[config.mk]
export PLATFORM = sky130hd
export DESIGN_NAME = axi4_lite_regs
export DESIGN_NICKNAME = d
export VERILOG_FILES = /design/src/rtl/axi4_lite_regs.sv
export SDC_FILE = /design/constraint.sdc
export NUM_CORES = 1
export LEC_CHECK = 0
export BUFFER_PORTS_ARGS = -buffer_cell sky130_fd_sc_hd__clkbuf_2
export CAP_MARGIN = 20
export CELL_PAD_IN_SITES_DETAIL_PLACEMENT = 0
export CELL_PAD_IN_SITES_GLOBAL_PLACEMENT = 2
export CORE_AREA = 2 2 467 469
export CTS_CLUSTER_DIAMETER = 40
export DETAILED_ROUTE_END_ITERATION = 8
export DIE_AREA = 0 0 469 471
export PLACE_DENSITY_LB_ADDON = 0.05
export SYNTH_ARGS = -nofsm -noshare
export SYNTH_HDL_FRONTEND = slang
export SYNTH_SLANG_ARGS = --single-unit
[constraint.sdc]
create_clock -name ACLK -period 3.6 [get_ports ACLK]
set_clock_uncertainty 0.2 [all_clocks]
set_input_delay 0.72 -clock ACLK [delete_from_list [all_inputs] [get_ports ACLK]]
set_output_delay 0.72 -clock ACLK [all_outputs]
set_load 0.01 [all_outputs]
[src/rtl/axi4_lite_regs.sv]
// rtl/axi4_lite_regs.sv - AXI4-Lite slave register file with per-register access pulses
module axi4_lite_regs #(
    parameter int             AW      = 32,
    parameter int             DW      = 32,
    parameter int             SW      = DW / 8,
    parameter int             RN      = 16,
    parameter logic [RN-1:0]  WR_MASK = {RN{1'b1}}
) (
    input  logic              ACLK,
    input  logic              ARESET,
    input  logic [AW-1:0]     AWADDR,
    input  logic [2:0]        AWPROT,
    input  logic              AWVALID,
    output logic              AWREADY,
    input  logic [DW-1:0]     WDATA,
    input  logic [SW-1:0]     WSTRB,
    input  logic              WVALID,
    output logic              WREADY,
    output logic [1:0]        BRESP,
    output logic              BVALID,
    input  logic              BREADY,
    input  logic [AW-1:0]     ARADDR,
    input  logic [2:0]        ARPROT,
    input  logic              ARVALID,
    output logic              ARREADY,
    output logic [DW-1:0]     RDATA,
    output logic [1:0]        RRESP,
    output logic              RVALID,
    input  logic              RREADY,
    output logic [RN*DW-1:0]  reg_o,
    input  logic [RN*DW-1:0]  reg_i,
    output logic [RN-1:0]     wr_pulse,
    output logic [RN-1:0]     rd_pulse
);

    localparam int LSB = $clog2(SW);
    localparam int IW  = AW - LSB;

    localparam logic [1:0] RESP_OKAY   = 2'b00;
    localparam logic [1:0] RESP_SLVERR = 2'b10;

    logic              aw_held;
    logic [IW-1:0]     aw_idx;
    logic              w_held;
    logic [DW-1:0]     w_data;
    logic [SW-1:0]     w_strb;
    logic [DW-1:0]     regs [RN];

    logic              commit;
    logic              wr_ok;
    logic              ar_hs;
    logic [IW-1:0]     ar_idx;
    logic              rd_ok;
    logic [DW-1:0]     rd_data;

    // Protection bits and sub-word address bits carry no meaning here.
    logic unused_ok;
    assign unused_ok = ^{AWPROT, ARPROT, AWADDR[LSB-1:0], ARADDR[LSB-1:0]};

    assign AWREADY = !aw_held;
    assign WREADY  = !w_held;
    assign ARREADY = !RVALID || RREADY;
    assign commit  = aw_held && w_held && (!BVALID || BREADY);
    assign ar_hs   = ARVALID && ARREADY;
    assign ar_idx  = ARADDR[AW-1:LSB];

    always_comb begin
        wr_ok = 1'b0;
        for (int n = 0; n < RN; n++) begin
            if (aw_idx == IW'(n)) wr_ok = WR_MASK[n];
        end
    end

    // Read-only registers return the live fabric input captured at the handshake.
    always_comb begin
        rd_ok   = 1'b0;
        rd_data = '0;
        for (int n = 0; n < RN; n++) begin
            if (ar_idx == IW'(n)) begin
                rd_ok   = 1'b1;
                rd_data = WR_MASK[n] ? regs[n] : reg_i[n*DW +: DW];
            end
        end
    end

    always_ff @(posedge ACLK) begin
        if (ARESET) begin
            aw_held  <= 1'b0;
            aw_idx   <= '0;
            w_held   <= 1'b0;
            w_data   <= '0;
            w_strb   <= '0;
            BVALID   <= 1'b0;
            BRESP    <= RESP_OKAY;
            RVALID   <= 1'b0;
            RRESP    <= RESP_OKAY;
            RDATA    <= '0;
            wr_pulse <= '0;
            rd_pulse <= '0;
            for (int n = 0; n < RN; n++) regs[n] <= '0;
        end else begin
            wr_pulse <= '0;
            rd_pulse <= '0;

            if (AWVALID && AWREADY) begin
                aw_held <= 1'b1;
                aw_idx  <= AWADDR[AW-1:LSB];
            end
            if (WVALID && WREADY) begin
                w_held <= 1'b1;
                w_data <= WDATA;
                w_strb <= WSTRB;
            end

            // A commit may overwrite a response being accepted this same cycle.
            if (commit) begin
                aw_held <= 1'b0;
                w_held  <= 1'b0;
                BVALID  <= 1'b1;
                BRESP   <= wr_ok ? RESP_OKAY : RESP_SLVERR;
                for (int n = 0; n < RN; n++) begin
                    if (WR_MASK[n] && aw_idx == IW'(n)) begin
                        wr_pulse[n] <= 1'b1;
                        for (int b = 0; b < SW; b++) begin
                            if (w_strb[b]) regs[n][b*8 +: 8] <= w_data[b*8 +: 8];
                        end
                    end
                end
            end else if (BREADY) begin
                BVALID <= 1'b0;
            end

            if (ar_hs) begin
                RVALID <= 1'b1;
                RDATA  <= rd_data;
                RRESP  <= rd_ok ? RESP_OKAY : RESP_SLVERR;
                for (int n = 0; n < RN; n++) begin
                    if (ar_idx == IW'(n)) rd_pulse[n] <= 1'b1;
                end
            end else if (RREADY) begin
                RVALID <= 1'b0;
            end
        end
    end

    for (genvar g = 0; g < RN; g++) begin : g_reg_o
        assign reg_o[g*DW +: DW] = regs[g];
    end

endmodule
==> flow_summary_export.csv <==
group,metric,value,unit
clock_network,cts_setup_buffers,0,
drt,ant_nets,0,
synthesis,synth_top_area_share,56.5,%
synthesis,syn_avg_cell_area,11.6,um^2
drt,drtIter0Drc,1854,
hold_path,whs_endpoint,"w_strb[2]$_SDFFE_PP0P_",
clock_network,cts.clk_slew.worst_paths,0.04,ns
outcome,run_status,"finished, final reports clean",
clock_network,clock_latency,0.84,ns
clock_network,h-tree-depth,4,
synthesis,ys_seq_area_share,66.6,%
global_route,grt_pass1_wl,280000,um
hold_path,hold_path.class,"input pin to flop",
drt,wl,221000,um
critical_path,rr_startpoint,"aw_idx[22]$_SDFFE_PP0P_",
synthesis,ys_ff_latch,648,
sta,rsz0062_at_grt,"false",
run,maxCapViolations,0,
floorplan,core_region_area,216000,um^2
clock_network,numCtsBuffers,175,
synthesis,yosys.area.top_type,"edfxtp_1",
sta,timing.fmax,298,MHz
synthesis,syn_area,27200,um^2
pwr,ir_drop,0.000502,V
synthesis,ys_top_cells_by_area,"edfxtp_1 57%, dfxtp_1 10%, nor2_1 5.8%",
critical_path,reg2regPathDepth,7,
drt,viasPerCell,3.91,
clock_network,tritoncts,"built",
drt,wl_per_cell,33.8,um
global_route,grt_usage,19.5,%
clock_network,cts-root-buf,"clkbuf_16",
finish,multiInputGateArea,8410,um^2
finish,area_growth,62.0,%
pwr,p_leak,17.2,nW
pwr,powerDensity,612,nW/um^2
critical_path,crit_path_start_kind,"flop",
placement,port_buffers,685,
synthesis,synth-edff-count,512,
finish,utilization,20.4,%
critical_path,required,3.84,ns
floorplan,fp.dieW,469,um
sta,slew-limit-headroom,49.9,%
hold_path,min-delay-start,"WSTRB[2]",
placement,dpl.hpwl,182000,um
placement,dp_slack,-0.365,ns
sta,period_minus_slack,3.36,ns
global_route,overflow,0,
synthesis,ys_warn_count,0,
global_route,grt_max_degree,72,
critical_path,critPathKind,"flop to flop",
sta,worst_pin_slew,0.751,ns
critical_path,cp_cell_sequence,"nor4_1 > nand3_1 > or3_1 > nor3_1 > buf_4 > nand2_1 > nand2b_1",
floorplan,ios,1210,
floorplan,chipHeight,471,um
drt,drc,0,
finish,seqCellArea,18100,um^2
pwr,power,27.0,mW
finish,n_fill_cell,23765,
clock_network,cts_sinks,648,
global_route,antenna_found_initial,52,
synthesis,ys_async_sr_fraction,0,%
critical_path,r2r_slack,0.24,ns
sta,maxSlewViolCount,0,
finish,nets,4136,
critical_path,crit_arrival,3.59,ns
critical_path,worst_setup_path_end_kind,"flop",
synthesis,ys.flop_type,"edfxtp_1",
floorplan,die-area,221000,um^2
synthesis,ys_types,68,
sta,layout_setup_ws,0.242,ns
drt,routed-via-count,25546,
placement,gp_congestion,0.800,
sta,setup_viol,0,
sta,hold_viol,0,
clock_network,clock_path_buffers,3,
synthesis,syn_inst,2343,
sta,hold-worst-slack,0.0704,ns
hold_path,whs_path_depth,3,
floorplan,rows,171,
finish,final_common_cell,"clkbuf_2",
drt,first_pass_iters,5,
sta,fin_crit_sh,93.3,%
critical_path,crit_buf_inv,1,
critical_path,cp_slowest_cell,"or3_1",
floorplan,initial_core_util,12.6,%
critical_path,critPathTopFamily,"simple AND/OR/NAND/NOR gates",
finish,drive_gt1_share,40.4,%
critical_path,r2r_end,"regs[0][89]$_SDFFCE_PN0P_",
finish,mostFrequentLayoutCells,"682 x clkbuf_2, 512 x edfxtp_1, 414 x nor2_1",
critical_path,cpPeakStageDelay,0.58,ns
global_route,grt_pass1_vias,26636,
critical_path,path_max_fanout,8,
-- layout make-up --
cell class,instances,area share [%]
diodes,17,0.0966
clock buffers,198,10.3
clock inverters,130,3.85
inverters,47,0.400
multi-input cells,1487,19.1
flip-flops and latches,648,41.1
well taps,2854,8.11
repair buffers,1152,17.1
-- tightest hold or removal path, stage by stage --
cell and delay [ns]:
clkbuf_2 0.08, nand2_1 0.13, a21oi_1 0.08
-- kinds of logic after synthesis --
kind of cell,Yosys count,share of synthesized area [%]
other,1,0.0138
and+or+nand+nor,914,15.0
muxes,48,2.45
buffers and inverters,209,3.00
DFF,648,66.6
AOI/OAI and AO/OA,523,13.0
-- power by group --
group          switching, mW  leakage, nW  internal, mW
registers              0.379         6.40          8.40
clock network           5.35         3.00          11.2
logic                   1.14         7.76         0.515
total                   6.87         17.2          20.1
-- worst max path at each step --
| stage | startpoint | end | slack [ns] | depth (start not counted) |
|---|---|---|---|---|
| final | aw_idx[22]$_SDFFE_PP0P_ | regs[0][89]$_SDFFCE_PN0P_ | 0.24 | 7 |
| after detailed placement | ARADDR[25] | RDATA[16]$_SDFFE_PP0P_ | -0.36 | 12 |
| after global routing | aw_idx[18]$_SDFFE_PP0P_ | regs[0][38]$_SDFFCE_PN0P_ | 0.002 | 7 |
| after CTS | aw_idx[10]$_SDFFE_PP0P_ | regs[0][70]$_SDFFCE_PN0P_ | 0.03 | 7 |
| after floorplan | ARADDR[7] | RDATA[30]$_SDFFE_PP0P_ | 0.61 | 8 |
| after global placement | ARADDR[25] | RDATA[16]$_SDFFE_PP0P_ | -0.37 | 12 |
-- registers in the layout (all words and copies together), names as in the netlist, 4 cells and up --
name	flops
w_strb	4
wr_pulse	16
regs	512
aw_idx	30
RDATA	32
w_data	32
rd_pulse	16
-- what timing repair did --
item                                    CTS  global route
endpoints found under the setup margin    8            52
hold endpoints to repair                 61             0
hold buffers                             61             0
resized for setup                         1             7
-- per-stage QoR --
step                      setup TNS, ns  cells  cell area [um^2]
final                                 0   6533             44000
after global routing                  0   6522             44000
after CTS                             0   6516             44000
after detailed placement          -3.84   6127             37100
after global placement            -4.04   6126             37100
after floorplan                       0   2344             27200
-- synthesized netlist by cell type (all sizes together) (9+ instances only) --
cell    count
a21oi     145
a221oi     19
a222oi     11
a22o       19
a22oi      37
buf        27
clkbuf    135
dfxtp     136
edfxtp    512
inv        46
mux2       18
mux2i      17
mux4       13
nand2     263
nand2b     81
nand3      24
nand4      16
nor2      419
nor2b      11
nor3       35
nor4       28
o211ai     24
o21a        9
o21ai      90
o21bai     27
o221a      10
o221ai     18
o22a       13
o22ai      34
o31ai       9
or2        10
-- per-layer routing --
layer,vias up,track usage [%],part of all wire [%]
li1,11060,-,-
met1,12997,25.9,45
met2,1180,28.7,42
met3,283,7.35,9.1
met4,26,6.94,3.4
met5,-,0,0.071
Note: power is estimated with default switching activity, not from simulation.
